## src/rtl/char_flow_arbiter.sv

```systemverilog
// Merges a capital-letter and a lowercase character source into one stream
// through a one-entry output buffer; winner picked by starvation, then hint, then round-robin.
module char_flow_arbiter #(
  parameter int WIDTH    = 8,
  parameter int MAX_WAIT = 4
) (
  input  logic             clk,
  input  logic             rst,
  input  logic             cap_req,
  input  logic [WIDTH-1:0] cap_char,
  output logic             cap_ack,
  input  logic             low_req,
  input  logic [WIDTH-1:0] low_char,
  output logic             low_ack,
  input  logic             hint_en,
  input  logic             want_cap,
  output logic             out_valid,
  output logic [WIDTH-1:0] out_char,
  output logic             out_src,
  input  logic             out_ready
);

  typedef enum logic {EMPTY = 1'b0, FULL = 1'b1} state_t;

  state_t     state, state_nx;
  logic [3:0] cap_cnt, low_cnt;
  logic       last_src;
  logic       load, cap_win, cap_starve, low_starve;

  assign cap_starve = (cap_cnt == 4'(MAX_WAIT));
  assign low_starve = (low_cnt == 4'(MAX_WAIT));
  assign out_valid  = (state == FULL);

  always_comb begin
    cap_win = 1'b0;
    if (cap_req && !low_req)         cap_win = 1'b1;
    else if (!cap_req && low_req)    cap_win = 1'b0;
    else if (cap_starve != low_starve) cap_win = cap_starve;
    else if (hint_en)                cap_win = want_cap;
    else                             cap_win = ~last_src;
  end

  // Acks are suppressed during reset so nothing is consumed that reset would discard.
  always_comb begin
    load     = !rst && ((state == EMPTY) || out_ready) && (cap_req || low_req);
    cap_ack  = load && cap_win;
    low_ack  = load && !cap_win;
    state_nx = state;
    case (state)
      EMPTY:   if (load) state_nx = FULL;
      FULL:    if (out_ready) state_nx = load ? FULL : EMPTY;
      default: state_nx = EMPTY;
    endcase
  end

  always_ff @(posedge clk) begin
    if (rst) begin
      state    <= EMPTY;
      out_char <= '0;
      out_src  <= 1'b0;
      last_src <= 1'b0;
      cap_cnt  <= '0;
      low_cnt  <= '0;
    end else begin
      state <= state_nx;
      if (load) begin
        out_char <= cap_win ? cap_char : low_char;
        out_src  <= cap_win;
        last_src <= cap_win;
      end
      if (!cap_req || cap_ack)       cap_cnt <= '0;
      else if (!cap_starve)          cap_cnt <= cap_cnt + 4'd1;
      if (!low_req || low_ack)       low_cnt <= '0;
      else if (!low_starve)          low_cnt <= low_cnt + 4'd1;
    end
  end

endmodule

```

## config.mk

```make
export PLATFORM = sky130hd
export DESIGN_NAME = char_flow_arbiter
export DESIGN_NICKNAME = d
export VERILOG_FILES = /design/src/rtl/char_flow_arbiter.sv
export SDC_FILE = /design/constraint.sdc
export NUM_CORES = 1
export LEC_CHECK = 0
export ABC_AREA = 1
export CELL_PAD_IN_SITES_DETAIL_PLACEMENT = 0
export CELL_PAD_IN_SITES_GLOBAL_PLACEMENT = 1
export CORE_AREA = 2 2 64 66
export CTS_CLUSTER_SIZE = 12
export DETAILED_ROUTE_END_ITERATION = 10
export DIE_AREA = 0 0 66 68
export GPL_TIMING_DRIVEN = 0
export PLACE_DENSITY = 0.76
export SLEW_MARGIN = 20
export SYNTH_ARGS = -nofsm -noshare
export SYNTH_HDL_FRONTEND = slang
export SYNTH_SLANG_ARGS = --single-unit
```

## constraint.sdc

```tcl
create_clock -name clk -period 1.6 [get_ports clk]
set_input_delay 0.4 -clock clk [delete_from_list [all_inputs] [get_ports clk]]
set_output_delay 0.4 -clock clk [all_outputs]
set_load 0.005 [all_outputs]
```

==> results <==
-- power by group --
group	switching, mW	internal, mW	total (mW)
Sequential	0.0157	0.475	0.491
Clock	0.148	0.218	0.366
Combinational	0.153	0.190	0.343
-- critical path: stages, from the launching register on --
cell	delay, ps
sky130_fd_sc_hd__dfxtp_2	330
sky130_fd_sc_hd__inv_2	70
sky130_fd_sc_hd__ha_4	170
sky130_fd_sc_hd__nand2_4	60
sky130_fd_sc_hd__nor2_4	100
sky130_fd_sc_hd__nand2_1	70
sky130_fd_sc_hd__nand2_2	110
sky130_fd_sc_hd__nand2_8	70
sky130_fd_sc_hd__buf_6	130
sky130_fd_sc_hd__nand3_4	60
sky130_fd_sc_hd__inv_2	40
sky130_fd_sc_hd__buf_6	100
-- cell families (layout without fill, tap and decap cells) --
family / after synthesis / count (layout) / synth area share
AND/OR/NAND/NOR: 73 / 73 / 0.391
buffers and inverters: 23 / 85 / 0.0988
flip-flops: 18 / 18 / 0.351
AO/OA/AOI/OAI: 13 / 13 / 0.0841
adder cells (fa/ha/maj): 4 / 4 / 0.0488
XOR/XNOR: 3 / 3 / 0.0256
-- stage by stage --
step	util	cells	area, sq um	total power [mW]	hold WS (ps)
3_3_place_gp	0.372	218	1440	0.764	470
2_1_floorplan	-	134	1030	0.635	454
3_5_place_dp	0.372	218	1440	0.769	487
5_1_grt	0.465	246	1790	1.26	532
6_report	0.465	246	1790	1.20	508
4_1_cts	0.454	243	1750	1.20	504
-- flip-flops by register name (all words and copies together), names as in the netlist --
register   flops
out_valid      1
out_char       8
cap_cnt        4
last_src       1
low_cnt        4
-- layout make-up --
cell class | instances | area [sq um]
fillers | 375 | 2060
well taps | 50 | 62.6
clock buffers | 4 | 55.1
plain buffers | 3 | 30.0
multi-input cells | 93 | 662
flip-flops and latches | 18 | 367
repair buffers | 58 | 542
inverters | 20 | 75.1
-- cell usage in the layout, fill, tap and decap left out --
master / Yosys / final
sky130_fd_sc_hd__o21ai_2: 0 / 1
sky130_fd_sc_hd__nand3_4: 2 / 4
sky130_fd_sc_hd__inv_2: 1 / 8
sky130_fd_sc_hd__a21oi_1: 6 / 2
sky130_fd_sc_hd__dlygate4sd2_1: 0 / 3
sky130_fd_sc_hd__xnor2_1: 3 / 3
sky130_fd_sc_hd__a21oi_4: 0 / 1
sky130_fd_sc_hd__a21oi_2: 5 / 8
sky130_fd_sc_hd__clkdlybuf4s50_1: 0 / 29
sky130_fd_sc_hd__clkbuf_8: 1 / 5
sky130_fd_sc_hd__nor2_1: 6 / 5
sky130_fd_sc_hd__buf_6: 0 / 9
sky130_fd_sc_hd__dfxtp_1: 18 / 13
sky130_fd_sc_hd__buf_4: 1 / 18
sky130_fd_sc_hd__buf_2: 1 / 1
sky130_fd_sc_hd__o211ai_1: 1 / 1
sky130_fd_sc_hd__nand2_4: 2 / 2
sky130_fd_sc_hd__nand2_2: 3 / 4
sky130_fd_sc_hd__nand2_1: 29 / 27
sky130_fd_sc_hd__dfxtp_2: 0 / 5
sky130_fd_sc_hd__nor2_4: 0 / 2
sky130_fd_sc_hd__nand4_1: 8 / 8
sky130_fd_sc_hd__nand3_1: 18 / 18
sky130_fd_sc_hd__inv_1: 19 / 12
sky130_fd_sc_hd__nand3b_1: 1 / 1
sky130_fd_sc_hd__nand2_8: 1 / 2
sky130_fd_sc_hd__ha_4: 0 / 2
sky130_fd_sc_hd__ha_1: 4 / 2
-- repair_timing --
action / CTS / global route
pin swaps: 10 / 13
resized for setup: 41 / 6
hold endpoints to repair: 0 / 0
setup endpoints to repair: 19 / 15
buffers inserted: 24 / 5
-- final timing paths --
path,from,endpoint,cells past startpoint
min reg2reg,out_valid,out_valid,2
max,cap_cnt[0],low_ack,11
max reg2reg,cap_cnt[0],out_char[6],14
min,out_valid,out_valid,2
-- metal layers --
metal,up-vias,wire [um],part of all wire
met2,31,1470,0.50
met1,507,1250,0.43
li1,561,-,-
met4,0,23,0.0078
met3,2,183,0.062
met5,-,0,0
==> insert_results.sql <==
INSERT INTO impl_metrics (metric_group, metric, value, unit) VALUES
('status', 'run_status', 'complete, but fails checks', ''),
('status', 'failed_checks', 'negative setup slack', ''),
('placed_design', 'preCtsSetupSlack', '-1040', 'ps'),
('yosys', 'netlist_area', '1030', 'sq um'),
('yosys', 'synth-warning-count', '0', ''),
('global_route', 'antenna_found_initial', '0', ''),
('yosys', 'ys_seq_elements', '18', ''),
('sta', 'finalHoldViolations', '0', ''),
('layout', 'insertedDiodeCount', '0', ''),
('global_route', 'met3_usage', '0.0395', ''),
('floorplan', 'total_number_of_placement_rows', '23', ''),
('global_route', 'global_route_wire_length_before_repair', '4370', 'um'),
('yosys', 'synth.lib_cells_used.distinct', '23', ''),
('placed_design', 'dp_hpwl', '1900', 'um'),
('floorplan', 'die-area', '4490', 'sq um'),
('critical_path', 'critical_path.max_fanout', '2', ''),
('floorplan', 'die_y', '68', 'um'),
('cts', 'clock_sinks', '18', ''),
('yosys', 'async_set_or_reset_flop_fraction_in_the_synthesized_netlist', '0', ''),
('pwr', 'power.ir.vdd_worst', '0.419', 'mV'),
('yosys', 'synth_most_common_cell', 'sky130_fd_sc_hd__nand2_1', ''),
('yosys', 'synth.top_cell.area_share', '0.351', ''),
('routing', 'via_total_after_detailed_routing', '1101', ''),
('layout', 'drive_above_1_share', '0.367', ''),
('cts', 'cts_hold_repair.buffers', '0', ''),
('cts', 'max-clock-path-buffers', '2', ''),
('routing', 'detailedRoute.firstPassIterationCount', '4', ''),
('critical_path', 'r2r_setup_slack', '-100', 'ps'),
('global_route', 'met2_usage', '0.237', ''),
('cts', 'cts-root-buf', 'sky130_fd_sc_hd__clkbuf_8', ''),
('cts', 'clk_slew_on_worst_s_h_paths', '70', 'ps'),
('cts', 'cts_inserted_buffers', '3', ''),
('routing', 'drtIter0Drc', '27', ''),
('floorplan', 'die_w', '66', 'um'),
('sta', 'fin_skew', '2.21', 'ps'),
('global_route', 'global_route.peak_usage_layer', 'met2', ''),
('placed_design', 'final_weighted_congestion_in_routability_driven_placement', '0.686', ''),
('run', 'drv_cap', '0', ''),
('sta', 'slew_viol_final', '0', ''),
('routing', 'totalWireLength', '2930', 'um'),
('pwr', 'power.density_cell_area', '669', 'nW/um^2'),
('sta', 'timing.fmax', '509', 'MHz'),
('yosys', 'netlist_instances', '134', ''),
('critical_path', 'timing.setup.critical_path_class', 'reg2out', ''),
('sta', 'slew-limit-headroom', '0.791', ''),
('yosys', 'syn_avg_cell_area', '7.66', 'sq um'),
('sta', 'finalWorstPathRequiredPeriod', '1960', 'ps'),
('global_route', 'grt_util_met1', '0.142', ''),
('critical_path', 'cp_data_required_time', '1200', 'ps'),
('yosys', 'ys_dominant_reg_cell', 'sky130_fd_sc_hd__dfxtp_1', ''),
('routing', 'detail_route.drc_violations', '0', ''),
('global_route', 'grt_overflow_total', '0', ''),
('global_route', 'gr-usage-all-layers', '0.130', ''),
('global_route', 'via_count_of_the_first_global_routing_pass', '1028', ''),
('sta', 'rsz0062_at_grt', 'true', ''),
('yosys', 'cell_type_with_the_highest_aggregate_area_in_the_netlist', 'sky130_fd_sc_hd__dfxtp_1', ''),
('sta', 'tightest_slew', '312', 'ps'),
('floorplan', 'ioPinCount', '35', ''),
('critical_path', 'cp_data_arrival_time', '1560', 'ps'),
('hold_path', 'min_path_type', 'reg2reg', ''),
('yosys', 'synthesis.nets', '161', ''),
('sta', 'finalWorstSetupSlack', '-364', 'ps'),
('sta', 'setup_viol', '14', ''),
('critical_path', 'end_kind', 'primary output', ''),
('critical_path', 'setup.worst_path.start_class', 'flip-flop', ''),
('yosys', 'synth.area.top_cells', 'sky130_fd_sc_hd__dfxtp_1 (35%), sky130_fd_sc_hd__nand2_1 (11%), sky130_fd_sc_hd__nand3_1 (8.8%)', ''),
('layout', 'final_nets', '224', ''),
('cts', 'worst_skew_pair.late_latency', '250', 'ps'),
('yosys', 'synth.yosys.seq_area_share', '0.351', ''),
('sta', 'period_share', '1.23', ''),
('placed_design', 'io_buffer_count', '34', '');
Note: power is estimated with default switching activity, not from simulation.
==> edit: new RTL, same settings <==
Reset style: asynchronous (`rst`), changed in one clocked block.
--- a/src/rtl/char_flow_arbiter.sv
+++ b/src/rtl/char_flow_arbiter.sv
@@ -55,3 +55,3 @@
 
-  always_ff @(posedge clk) begin
+  always_ff @(posedge clk or posedge rst) begin
     if (rst) begin
Formal check against the unedited RTL: differs if rst is asserted again (counterexample within 4 cycles, from zero or initial values and one cycle with rst high); with rst held inactive, the same outputs for 10 cycles.
==> edit against the original RTL <==
Area after synthesis increased by 2.8%. Highest routed layer unchanged. Sequential cell count unchanged. Count of clock-buffer cells in the layout unchanged. Wire length decreased by 6.3%. Cell area decreased by 3.0%. Non-clock buffer count decreased by 7. The run still ends with setup timing left. Setup slack got worse by 0.078 ns. Critical path type unchanged. Die area unchanged. Fmax decreased by 3.8%.
Power is not compared: it rests on default switching activity, and its combinational part moved more than twofold at a synthesized area within 25%.
==> edit: results <==
{
  "grt_pass1_vias": 1035,
  "n_antenna_cell": 0,
  "cp_top_family": "simple AND/OR/NAND/NOR gates",
  "wire_per_inst_microns": 12.1,
  "syn_area_sq_um": 1050,
  "setup_violations": 14,
  "synth_nets": 148,
  "wl_met3_microns": 172,
  "crit_arrival_ns": 1.64,
  "ir_worst_vdd_mv": 0.412,
  "ys_warn_count": 0,
  "synth_compound_area_share_pct": 4.51,
  "met2_usage_pct": 26.5,
  "drive_above_1_share_pct": 31.5,
  "max_stage_delay_ns": 0.39,
  "synthAdderAreaFrac_pct": 4.74,
  "r2r_end": "out_char[7]$_DFFE_PP0P_",
  "gp_congestion": 0.763,
  "avgSynthCellArea_sq_um": 8.72,
  "crit_path_start": "cap_cnt[1]$_DFFE_PP0P_",
  "vias": 1010,
  "m1WireLength_mm": 1.11,
  "dr.max_layer_used": "met4",
  "place_ws_ns": -1.12,
  "failed_checks": "setup timing",
  "cts_root_buffer": "clkbuf_8",
  "ys.flop_type": "dfrtp_1",
  "use_met3_pct": 2.47,
  "dr.first_iter.drc_count": 14,
  "ys_top_cells_by_count": "18 x dfrtp_1, 18 x nand3_1, 17 x nand2_1",
  "fin_worst_skew_ns": 0.000771,
  "ys_types": 22,
  "critical-path-slowest-cell": "dfrtp_1",
  "p_leak_nw": 0.827,
  "place_area_sq_um": 1460,
  "ys_seq_area_share_pct": 42.7,
  "routed-wl-met2_mm": 1.45,
  "finalNetCount": 206,
  "track_usage_pct": 13.5,
  "antenna_found_initial": 0,
  "status": "finished with violations",
  "dp_hpwl_mm": 1.88,
  "hold_path.class": "flop to flop",
  "synth_xor_area_share_pct": 3.32,
  "grt_pass1_wl_mm": 4.57,
  "met1_usage_pct": 14.2,
  "cp_max_fo": 3,
  "tightest_slew_ns": 0.339,
  "portBuffers": 34,
  "numCtsBuffers": 3,
  "first_pass_iters": 4,
  "crit_end": "cap_ack",
  "grt_max_degree": 19,
  "async_flop_share_pct": 100,
  "finalNonFillerCells": 228,
  "layout_setup_ws_ns": -0.442,
  "rrSetupSlack_ns": -0.28,
  "synth_area_leaders": "dfrtp_1 43%, nand3_1 8.5%, nand2_1 6.0%, inv_1 5.3%, ha_1 4.7%"
}
edit: changes by cell type after synthesis, moves of 2 or more:
cell     unedited run  this run
a21oi_1             6         1
a21oi_2             5         1
dfrtp_1             0        18
dfxtp_1            18         0
inv_1              19        15
nand2_1            29        17
nand3_4             2         0
nor2_1              6        10
nor2_2              1         5
o21ai_0             1         5
xnor2_1             3         0
xor2_1              0         4
edit: worst min path at each step:
stage                     slack, ns                    start                 endpoint  cells past startpoint
final                          0.51  out_char[3]$_DFFE_PP0P_  out_char[3]$_DFFE_PP0P_                      2
after global routing           0.53  out_char[7]$_DFFE_PP0P_  out_char[7]$_DFFE_PP0P_                      2
after CTS                      0.52  out_char[3]$_DFFE_PP0P_  out_char[3]$_DFFE_PP0P_                      2
after detailed placement       0.48  out_char[3]$_DFFE_PP0P_  out_char[3]$_DFFE_PP0P_                      2
after global placement         0.48  out_char[0]$_DFFE_PP0P_  out_char[0]$_DFFE_PP0P_                      2
after floorplan                0.25                      rst   cap_cnt[0]$_DFFE_PP0P_                      1
edit: final cells by class:
class                           count  area, sq um
Timing Repair Buffer               53          498
Clock buffer                        4         55.1
Fill cell                         402         2120
Inverter                           16         63.8
Multi-Input combinational cell     86          598
Sequential cell                    18          450
Buffer                              1         11.3
Tap cell                           50         62.6
edit: repair_timing:
item                       4_1_cts  5_1_grt
pin swaps                       17        5
hold buffers                     0        0
buffers inserted                16        3
resized for setup               28        6
setup endpoints to repair       20       16
edit: stage by stage:
step                TNS [ns]  hold WS [ns]
floorplan            -0.0711         0.248
global placement      -10.65         0.482
detailed placement    -11.25         0.485
CTS                    -2.74         0.518
global route           -4.12         0.534
finish                 -2.87         0.508
edit: where the power goes:
part	internal, mW	leakage, nW	switching [mW]
logic	0.423	0.568	0.329
registers	0.542	0.230	0.0607
clock network	0.219	0.0288	0.160
